[config.mk]
export PLATFORM = sky130hd
export DESIGN_NAME = controle_vedacao
export DESIGN_NICKNAME = d
export VERILOG_FILES = /design/src/rtl/controle_vedacao_pkg.sv /design/src/rtl/controle_vedacao_temporizador.sv /design/src/rtl/controle_vedacao.sv
export SDC_FILE = /design/constraint.sdc
export NUM_CORES = 1
export LEC_CHECK = 0
export CAP_MARGIN = 40
export CORE_ASPECT_RATIO = 0.9
export CORE_MARGIN = 5
export CORE_UTILIZATION = 25
export CTS_CLUSTER_DIAMETER = 120
export DETAILED_ROUTE_END_ITERATION = 7
export HOLD_SLACK_MARGIN = 0.15
export SETUP_SLACK_MARGIN = 0.15
export SYNTH_ARGS = -nofsm -noshare
export SYNTH_HDL_FRONTEND = slang
export SYNTH_SLANG_ARGS = --single-unit
[constraint.sdc]
create_clock -name clk -period 3.7 [get_ports clk]
set_input_delay 0.74 -clock clk [delete_from_list [all_inputs] [get_ports clk]]
set_output_delay 0.74 -clock clk [all_outputs]
set_load 0.01 [all_outputs]
[src/rtl/controle_vedacao_pkg.sv]
// Shared definitions for the corking station controller.
// Holds the FSM state encoding (also decoded by the line status display)
// and the default parameter values used by the top module.
package controle_vedacao_pkg;

    typedef enum logic [2:0] {
        OCIOSO    = 3'd0,
        VEDANDO   = 3'd1,
        LIBERANDO = 3'd2,
        REPONDO   = 3'd3,
        ALARME    = 3'd4
    } estado_t;

    localparam int W_ROLHAS_DEF   = 4;
    localparam int CAP_ROLHAS_DEF = 15;
    localparam int LIMIAR_DEF     = 2;
    localparam int T_VEDACAO_DEF  = 3;
    localparam int T_TIMEOUT_DEF  = 64;

endpackage

[src/rtl/controle_vedacao_temporizador.sv]
// Load/run down-counter used for the actuator hold and the refill timeout.
//   clk, rst_n   : clock, synchronous active-low reset
//   carregar_i   : load valor_i (has priority over counting)
//   valor_i      : load value; expirado_o rises valor_i cycles after the load
//   rodar_i      : count down while high, stopping at zero
//   expirado_o   : counter is at zero
module controle_vedacao_temporizador #(
    parameter int W = 4
) (
    input  logic         clk,
    input  logic         rst_n,
    input  logic         carregar_i,
    input  logic [W-1:0] valor_i,
    input  logic         rodar_i,
    output logic         expirado_o
);

    logic [W-1:0] cnt_q, cnt_d;

    always_comb begin
        cnt_d = cnt_q;
        if (carregar_i)
            cnt_d = valor_i;
        else if (rodar_i && (cnt_q != '0))
            cnt_d = cnt_q - W'(1);
    end

    always_ff @(posedge clk) begin
        if (!rst_n) cnt_q <= '0;
        else        cnt_q <= cnt_d;
    end

    assign expirado_o = (cnt_q == '0);

endmodule

[src/rtl/controle_vedacao.sv]
// Corking station sequencer: stops the conveyor for a bottle, fires the cork
// actuator, releases the bottle, tracks cork stock and runs the depot refill
// handshake with timeout/empty-depot alarm.
//   sensor_garrafa   : bottle present (level)
//   ack_reposicao    : depot delivery pulse, qualifies qtd_reposicao
//   qtd_reposicao    : corks delivered
//   deposito_vazio   : depot empty (level)
//   limpar_alarme    : operator alarm clear
//   esteira_liberada : conveyor enable
//   acionar_vedacao  : cork actuator
//   req_reposicao    : refill request
//   contador_rolhas  : cork stock
//   rolhas_ok        : stock non-zero
//   alarme           : refill failure
// All outputs are registered from the next state.
module controle_vedacao
    import controle_vedacao_pkg::*;
#(
    parameter int W_ROLHAS   = W_ROLHAS_DEF,
    parameter int CAP_ROLHAS = CAP_ROLHAS_DEF,
    parameter int LIMIAR     = LIMIAR_DEF,
    parameter int T_VEDACAO  = T_VEDACAO_DEF,
    parameter int T_TIMEOUT  = T_TIMEOUT_DEF
) (
    input  logic                clk,
    input  logic                rst_n,
    input  logic                sensor_garrafa,
    input  logic                ack_reposicao,
    input  logic [W_ROLHAS-1:0] qtd_reposicao,
    input  logic                deposito_vazio,
    input  logic                limpar_alarme,
    output logic                esteira_liberada,
    output logic                acionar_vedacao,
    output logic                req_reposicao,
    output logic [W_ROLHAS-1:0] contador_rolhas,
    output logic                rolhas_ok,
    output logic                alarme
);

    localparam logic [W_ROLHAS-1:0] CAP_W    = W_ROLHAS'(CAP_ROLHAS);
    localparam logic [W_ROLHAS-1:0] LIMIAR_W = W_ROLHAS'(LIMIAR);
    localparam int                  TW_V     = $clog2(T_VEDACAO + 1);
    localparam int                  TW_T     = $clog2(T_TIMEOUT + 1);
    // Loaded with T-1 on entry: the state is left on the cycle the counter
    // reads zero, giving exactly T cycles in the state.
    localparam logic [TW_V-1:0]     CARGA_V  = TW_V'(T_VEDACAO - 1);
    localparam logic [TW_T-1:0]     CARGA_T  = TW_T'(T_TIMEOUT - 1);

    estado_t             state_q, state_d;
    logic [W_ROLHAS-1:0] count_q, count_d;
    logic [W_ROLHAS:0]   soma;
    logic [W_ROLHAS-1:0] soma_sat;
    logic                exp_v, exp_t;
    logic                esteira_d, acionar_d, req_d, alarme_d;
    logic                esteira_q, acionar_q, req_q, alarme_q, ok_q;

    // Sum one bit wider so an overflowing delivery saturates instead of wrapping.
    assign soma     = {1'b0, count_q} + {1'b0, qtd_reposicao};
    assign soma_sat = (soma > {1'b0, CAP_W}) ? CAP_W : soma[W_ROLHAS-1:0];

    controle_vedacao_temporizador #(.W(TW_V)) u_tmr_vedacao (
        .clk        (clk),
        .rst_n      (rst_n),
        .carregar_i ((state_d == VEDANDO) && (state_q != VEDANDO)),
        .valor_i    (CARGA_V),
        .rodar_i    (state_q == VEDANDO),
        .expirado_o (exp_v)
    );

    controle_vedacao_temporizador #(.W(TW_T)) u_tmr_timeout (
        .clk        (clk),
        .rst_n      (rst_n),
        .carregar_i ((state_d == REPONDO) && (state_q != REPONDO)),
        .valor_i    (CARGA_T),
        .rodar_i    (state_q == REPONDO),
        .expirado_o (exp_t)
    );

    // State, stock and output registers
    always_ff @(posedge clk) begin
        if (!rst_n) begin
            state_q   <= OCIOSO;
            count_q   <= '0;
            esteira_q <= 1'b1;
            acionar_q <= 1'b0;
            req_q     <= 1'b0;
            alarme_q  <= 1'b0;
            ok_q      <= 1'b0;
        end else begin
            state_q   <= state_d;
            count_q   <= count_d;
            esteira_q <= esteira_d;
            acionar_q <= acionar_d;
            req_q     <= req_d;
            alarme_q  <= alarme_d;
            ok_q      <= |count_d;
        end
    end

    // Next state and stock update
    always_comb begin
        state_d = state_q;
        count_d = count_q;
        case (state_q)
            OCIOSO: begin
                if (sensor_garrafa && (count_q != '0))         state_d = VEDANDO;
                else if (count_q == '0)                        state_d = REPONDO;
                else if (!sensor_garrafa && count_q <= LIMIAR_W) state_d = REPONDO;
            end
            VEDANDO: begin
                if (exp_v) begin
                    count_d = count_q - W_ROLHAS'(1);
                    state_d = LIBERANDO;
                end
            end
            LIBERANDO: begin
                if (!sensor_garrafa) state_d = OCIOSO;
            end
            REPONDO: begin
                // A delivery beats a simultaneous empty/timeout abort.
                if (ack_reposicao) begin
                    count_d = soma_sat;
                    state_d = OCIOSO;
                end else if (deposito_vazio || exp_t) begin
                    state_d = ALARME;
                end
            end
            ALARME: begin
                if (limpar_alarme) state_d = OCIOSO;
            end
            default: state_d = OCIOSO;
        endcase
    end

    // Output decode from the next state, registered above
    always_comb begin
        esteira_d = 1'b1;
        acionar_d = 1'b0;
        req_d     = 1'b0;
        alarme_d  = 1'b0;
        case (state_d)
            VEDANDO: begin
                esteira_d = 1'b0;
                acionar_d = 1'b1;
            end
            REPONDO: begin
                req_d     = 1'b1;
                esteira_d = !sensor_garrafa;
            end
            ALARME: begin
                esteira_d = 1'b0;
                alarme_d  = 1'b1;
            end
            default: ;
        endcase
    end

    assign esteira_liberada = esteira_q;
    assign acionar_vedacao  = acionar_q;
    assign req_reposicao    = req_q;
    assign contador_rolhas  = count_q;
    assign rolhas_ok        = ok_q;
    assign alarme           = alarme_q;

endmodule
Word level (Yosys, flattened, before mapping). Cells that the tools add are included.

Register bits: 21. Bits of input ports: 10. Logic and storage cells: 69.

$add $sub $neg: 4. Order comparisons: 2. Equal/unequal tests: 9. Muxes and demuxes: 21. Bitwise logic cells: 1. Reductions and logical operators: 21.

Operator list (number): 2-to-1 mux 3 bit (8); case mux 3 bit (5 select lines) (1); 2-to-1 mux 4 bit (3); 2-to-1 mux 6 bit (2); equality test 3 x 2 -> 1 bit, second input constant (3); case mux 4 bit (2 select lines) (1); logical NOT 7 bit (1); nonzero test 7 bit (1); subtractor 7 x 1 -> 7 bit, second input constant (1); equality test 3 x 1 -> 1 bit, second input constant (2); equality test 3 bit, second input constant (2); logical AND 1 bit (6); nonzero test 2 bit (3); OR reduction 2 bit (3); adder 4 x 4 -> 5 bit (1); greater-than comparator 5 x 4 -> 1 bit, second input constant (1); less-or-equal comparator 4 x 2 -> 1 bit, second input constant (1); logical NOT 4 bit (1); 2-to-1 mux 2 bit (2); nonzero test 4 bit (1); OR reduction 4 bit (1); subtractor 4 x 1 -> 4 bit, second input constant (1); logical NOT 3 bit (1); 2-to-1 mux 1 bit (3); 8 further kinds (8).

Depth between registers and ports, before layout. Gate-level depths: netlist of run 1.

Word-level depth: 9. Gate-level depth with buffers: 8. Mapped depth without buffers: 7.

By module. A second synthesis of run 1 with hierarchy kept.

Cells, all modules: 163. Area total of the unflattened synthesis: 1428.9 sq um.

By module, submodules not included: controle_vedacao (instances 1, cells each 102, area an instance 887.1 sq um, seq. area each 240.2 sq um); controle_vedacao_temporizador at u_tmr_timeout (instances 1, cells each 47, area an instance 419.2 sq um, seq. area each 140.1 sq um); controle_vedacao_temporizador at u_tmr_vedacao (instances 1, cells each 14, area an instance 122.6 sq um, seq. area each 40.0 sq um).

Worst setup path before layout of run 1. Ideal clock, no wire load.

Kind: input to register. Start point: in qtd_reposicao[0]. End point: reg ok_q, in the netlist rolhas_ok. Library setup time: 134 ps. Arrival: 2546 ps. Data required time: 3566 ps. Slack: 1020 ps. Cell stages on the path: 7. Cells stage by stage: ha_1 -> fa_1 -> a21o_1 -> a211oi_2 -> a211oi_1 -> o31a_1 -> or4_1.

Longest elaborated chain between the ends: 6.

Ends and longest elaborated chain: from (decl) (RTL line controle_vedacao.sv:29) `input logic [W_ROLHAS-1:0] qtd_reposicao,`; adder 4 x 4 -> 5 bit * (RTL line controle_vedacao.sv:58) `assign soma = {1'b0, count_q} + {1'b0, qtd_reposicao};`; greater-than comparator 5 x 4 -> 1 bit (RTL line controle_vedacao.sv:59) `assign soma_sat = (soma > {1'b0, CAP_W}) ? CAP_W : soma[W_ROLHAS-1:0];`; 2-to-1 mux 4 bit * (RTL line controle_vedacao.sv:59); 2-to-1 mux 4 bit * (RTL line controle_vedacao.sv:121) `if (ack_reposicao) begin`; case mux 4 bit (2 select lines) * (RTL line controle_vedacao.sv:104) `case (state_q)`; OR reduction 4 bit * (RTL line controle_vedacao.sv:96) `ok_q <= |count_d;`; to (signal assigned) (RTL line controle_vedacao.sv:96); to (decl) (RTL line controle_vedacao.sv:55) `logic esteira_q, acionar_q, req_q, alarme_q, ok_q;`.

Every way passes the cells marked *; elsewhere a longest branch is shown, timed or not. A chain may end at the register's enable or synchronous reset.

Worst setup path in the final report of run 1. Ends and elaborated chain as after synthesis.

==> out/results.ini, run 1 <==
[power]
p_switching_mw = 0.563
sw_frac_of_total = 0.438
peakVddDrop_uv = 235
power_frac_comb = 0.552
p_int_mw = 0.722
p_per_area_mw_per_mm2 = 814
leakagePower_nw = 0.605
power_frac_seq = 0.328
clockPowerShare = 0.120

[sta]
fmax_mhz = 341
fin_crit_ns = 2.93
drv_slew = 0
setup_total_negative_slack_ns = 0
finalWorstSetupSlack_ns = 0.772
clock_skew_ns = 0.00406
grt_setup_unrepaired = false
setup_viol = 0
finalHoldViolCount = 0
max_slew_margin = 0.666
period_share = 0.791
tightest_slew_ns = 0.500

[floorplan]
die_h_microns = 78.4
dieArea_sq_mm = 0.00674
core_area_sq_mm = 0.00495
die_x_microns = 86.0
rows = 24
ios = 19
start_util = 0.262

[synthesis]
ys_ff_latch = 21
netlist_top_cells_area = dfxtp_1, ha_1, a21oi_1
syn_avg_cell_area_sq_um = 8.39
synthArstFlopShare = 0
yosysSeqAreaShare = 0.323
yosysUniqueCellTypes = 44
syn_area_sq_mm = 0.00130
syn_inst = 155
netlist.area_leader.share = 0.323
synth_top_area_cell = dfxtp_1
syn_nets = 176
synth_edf_count = 0
synth_warnings = 0
synth-main-ff-cell = dfxtp_1

[routing]
antenna_left = 0
drc = 0
drt-initial-drc-count = 97
post_drt_wl_per_cell_microns = 12.3
routed_wl_microns = 2920
first_pass_iters = 4
vias_per_cell = 4.78
via_count = 1134

[grt]
grtUsageTotal = 0.0911
grt_pass1_vias = 1082
grt_start_max_net_pins = 16
overflow = 0
antenna_found_initial = 0
grt_pass1_wl_microns = 5020

[layout]
syn_to_final_growth_pct = 21.5
drive_above_1_share = 0.0756
final-instance-count-excl-fill = 237
diodes = 0
num-fill-cells = 543
final_util = 0.319
finalInstanceArea_sq_mm = 0.00158
final_cell_mix = dfxtp_1, clkdlybuf4s50_1, inv_1
final_nets = 194
mostFrequentLayoutCell = dfxtp_1

[setup_path]
cp.arrival_ns = 3.07
slowest_delay_ns = 0.50
critPathCaptureType = register
cp-start-kind = input pin
cp.required_ns = 3.84
crit_chain = clkdlybuf4s50_1 > ha_1 > fa_1 > a21o_1 > a211oi_2 > a211oi_1 > o31a_1 > or4_1
cp_max_fo = 5
worst_path_max_delay_cell = or4_1
setup.worst_path.class = input pin to register
reg2reg_depth = 7

[clock_network]
cts_tree = yes
clk_path_buf_depth = 2
cts.clk_slew.worst_paths_ns = 0.08
cts_buffers = 3
clock-sinks = 21
clkLatencyLatePin_ns = 0.26
cts_root_buffer = clkbuf_8
cts_hold_buf = 0
cts_setup_buffers = 0
htree_levels = 1
cts_repair_resize_count = 0

[hold_path]
hp-class = register to register
whs_path_depth = 2

[outcome]
status = completed

[place]
dp_cells = 233
globalplace.congestion = 0.810
dpl.hpwl_microns = 2220
portBuffers = 18
placed_area_sq_mm = 0.00153
dp_slack_ns = 0.463

[flow_run]
maxCapViolations = 0

==> cell families (layout without fill, tap and decap cells) <==
kind of cell | after synthesis | count (layout) | synth area share
XOR/XNOR | 6 | 6 | 0.0404
AND/OR/NAND/NOR | 54 | 54 | 0.224
flip-flops | 21 | 21 | 0.323
adder cells (fa/ha/maj) | 11 | 11 | 0.112
multiplexers | 1 | 1 | 0.00770
AO/OA/AOI/OAI | 42 | 42 | 0.228
buffers and inverters | 20 | 37 | 0.0645
==> cells in the mapped netlist (2+ instances only) <==
| cell | count |
|---|---|
| o31ai_1 | 2 |
| nand2b_1 | 4 |
| nor2b_1 | 2 |
| a211oi_2 | 2 |
| o21ai_0 | 8 |
| nand3_1 | 5 |
| a31oi_1 | 2 |
| clkbuf_1 | 3 |
| xnor2_1 | 2 |
| a21oi_1 | 12 |
| nor3_1 | 5 |
| a211oi_1 | 3 |
| ha_1 | 10 |
| inv_1 | 15 |
| nor4_1 | 2 |
| nor2_1 | 10 |
| nand2_1 | 13 |
| nand3b_1 | 4 |
| dfxtp_1 | 21 |
| xor2_1 | 4 |
| and2_1 | 3 |
==> power groups by stage <==
stage,clock [mW],combinational [mW],sequential [mW]
floorplan,0,0.535,0.400
detailed placement,0,0.711,0.426
global placement,0,0.711,0.426
global route,0.165,0.811,0.439
CTS,0.156,0.716,0.421
finish,0.154,0.709,0.422
==> layer usage <==
| layer | global-route usage | part of all wire | wire, microns |
|---|---|---|---|
| met4 | 0.0222 | 0.0072 | 21 |
| met2 | 0.134 | 0.43 | 1250 |
| met3 | 0.0304 | 0.036 | 106 |
| met5 | 0 | 0 | 0 |
| met1 | 0.128 | 0.53 | 1540 |
==> sequential cells by signal, indices dropped and copies added (netlist names) <==
signal               cells
u_tmr_timeout.cnt_q      7
contador_rolhas          4
state_q                  3
u_tmr_vedacao.cnt_q      2
acionar_vedacao          1
alarme                   1
esteira_liberada         1
req_reposicao            1
rolhas_ok                1
==> stage by stage <==
step	hold WS (ns)	total power [mW]
after detailed placement	0.543	1.14
after floorplan	0.517	0.935
after global placement	0.533	1.14
after global routing	0.570	1.42
after CTS	0.560	1.29
final	0.558	1.28
==> path summary, 6_finish.rpt <==
kind	from	endpoint	slack [ns]
setup reg to reg	contador_rolhas[0]	rolhas_ok	1.27
hold reg to reg	u_tmr_vedacao.cnt_q[0]	u_tmr_vedacao.cnt_q[0]	0.56
hold / removal	u_tmr_vedacao.cnt_q[0]	u_tmr_vedacao.cnt_q[0]	0.56
setup / recovery	qtd_reposicao[0]	rolhas_ok	0.77
==> final cells by class <==
cell class                      instances  area, sq um  share of cell area
Multi-Input combinational cell        114          796               0.504
Sequential cell                        21          420               0.266
Timing Repair Buffer                   18          180               0.114
Tap cell                               65         81.3              0.0515
Inverter                               15         56.3              0.0357
Clock buffer                            4         45.0              0.0285
==> worst max-delay path: cells and delay by family <==
kind	cells	cell delay (ns)
buffers and inverters	1	0.40
AND/OR/NAND/NOR	1	0.50
AO/OA/AOI/OAI	4	0.78
adder cells (fa/ha/maj)	2	0.65
No activity file was read; power rests on OpenSTA's default activity.
==> run 2, diff against run 1 <==
==> constraint.sdc (replaced) <==
create_clock -name clk -period 2.48 [get_ports clk]
set_input_delay 0.496 -clock clk [delete_from_list [all_inputs] [get_ports clk]]
set_output_delay 0.496 -clock clk [all_outputs]
set_load 0.01 [all_outputs]
==> run 2 against run 1 <==
  * Clock skew down 0.0019 ns
  * Critical path depth decreased by 1
  * Hold slack better by 0.019 ns
  * Largest power group unchanged
==> out/results.ini, run 2 (synthesis results as in run 1) <==
[power]
p_per_area_mw_per_mm2 = 1200
leakagePower_nw = 0.686
p_total_mw = 2.06
peakVddDrop_uv = 317

[place]
dpl.hpwl_microns = 2380
dp_slack_ns = -0.381
globalplace.congestion = 0.839
portBuffers = 18

[grt]
grtUsageTotal = 0.0964
antenna_found_initial = 0
grt_start_max_net_pins = 16
grt_pass1_vias = 1122
overflow = 0
grt_pass1_wl_microns = 5260

[sta]
finalHoldViolCount = 0
setup_total_negative_slack_ns = 0
clock_skew_ns = 0.00217
period_share = 0.896
finalWorstSetupSlack_ns = 0.257
setup_viol = 0
fin_hold_ws_ns = 0.577
fin_crit_ns = 2.22
fmax_mhz = 450
grt_setup_unrepaired = false
drv_slew = 0
max_slew_margin = 0.685
tightest_slew_ns = 0.471

[floorplan]
dieArea_sq_mm = 0.00674
start_util = 0.262
core_area_sq_mm = 0.00495
die_x_microns = 86.0
ios = 19
die_h_microns = 78.4
rows = 24

[routing]
drt-initial-drc-count = 85
antenna_left = 0
via_count = 1180
drc = 0
first_pass_iters = 4
vias_per_cell = 4.70
post_drt_wl_per_cell_microns = 12.4
routed_wl_microns = 3110

[clock_network]
htree_levels = 1
cts_buffers = 3
cts_setup_buffers = 0
cts_tree = yes
cts.clk_slew.worst_paths_ns = 0.07
clock-sinks = 21
clk_path_buf_depth = 2
clkLatencyLatePin_ns = 0.26
cts_root_buffer = clkbuf_8

[setup_path]
setup.worst_path.class = input pin to register
reg2reg_depth = 7
r2r_start = contador_rolhas[0]
cp_max_fo = 2
regToRegSetupSlack_ns = 0.30
critPathCaptureType = register
r2r-end = rolhas_ok
cp-start-kind = input pin
cp.arrival_ns = 2.36
cp.required_ns = 2.62

[layout]
drive_above_1_share = 0.177
regMostFlops = u_tmr_timeout.cnt_q
num-fill-cells = 501
largest_reg_flops = 7
final_cell_mix = dfxtp_1, inv_1, clkdlybuf4s50_1, buf_4, nand2_1
final_nets = 208
diodes = 0
syn_to_final_growth_pct = 32.1
mostFrequentLayoutCell = dfxtp_1

[hold_path]
whs_path_depth = 2
hp-class = register to register
hp-start = u_tmr_vedacao.cnt_q[0]
hold_path_end = u_tmr_vedacao.cnt_q[0]

[flow_run]
maxCapViolations = 0

[outcome]
status = completed

-- run 2: repair_timing --
item / in CTS / in global routing
resized for setup: 4 / 5
setup endpoints to repair: 1 / 1
pin swaps: 6 / 4
hold buffers: 0 / 0
-- run 2: how the worst max path moves through the flow --
stage,start,to,slack [ns],depth (start not counted)
after floorplan,qtd_reposicao[0],rolhas_ok,0.17,7
after global placement,qtd_reposicao[0],rolhas_ok,-0.34,8
after detailed placement,qtd_reposicao[0],rolhas_ok,-0.38,8
after CTS,qtd_reposicao[0],rolhas_ok,0.15,8
after global routing,qtd_reposicao[1],rolhas_ok,0.20,7
final,qtd_reposicao[1],rolhas_ok,0.26,7
-- run 2: area by class of cell --
class	instances	area, sq um	area share
clock buffer	4	45.0	0.0262
inverter	15	56.3	0.0328
multi-input combinational	114	833	0.485
sequential	21	420	0.245
tap	65	81.3	0.0474
timing repair buffer	32	280	0.163
-- run 2: critical path, cell delays in order --
cell and delay (ns):
dlygate4sd2_1 0.26, fa_2 0.40, a21o_1 0.18, a211oi_2 0.21, a211oi_1 0.06, o31a_1 0.27, or4_1 0.49
-- run 2: power by group --
| group | switching [mW] | internal [mW] |
|---|---|---|
| Combinational | 0.631 | 0.602 |
| Clock | 0.108 | 0.114 |
| Sequential | 0.142 | 0.466 |
| Total | 0.880 | 1.18 |
-- run 2: through the flow --
step / util / cell area [sq um] / instances
2_1_floorplan: - / 1320 / 155
3_3_place_gp: 0.334 / 1650 / 247
3_5_place_dp: 0.334 / 1650 / 247
4_1_cts: 0.342 / 1700 / 251
5_1_grt: 0.346 / 1720 / 251
6_report: 0.346 / 1720 / 251
-- run 2: metal layers --
metal / GRT usage / wire length [microns] / vias to the layer above / part of all wire
li1: - / - / 613 / -
met1: 0.132 / 1500 / 533 / 0.48
met2: 0.143 / 1330 / 30 / 0.43
met3: 0.0377 / 249 / 4 / 0.080
met4: 0.0206 / 27 / 0 / 0.0087
met5: 0 / 0 / - / 0
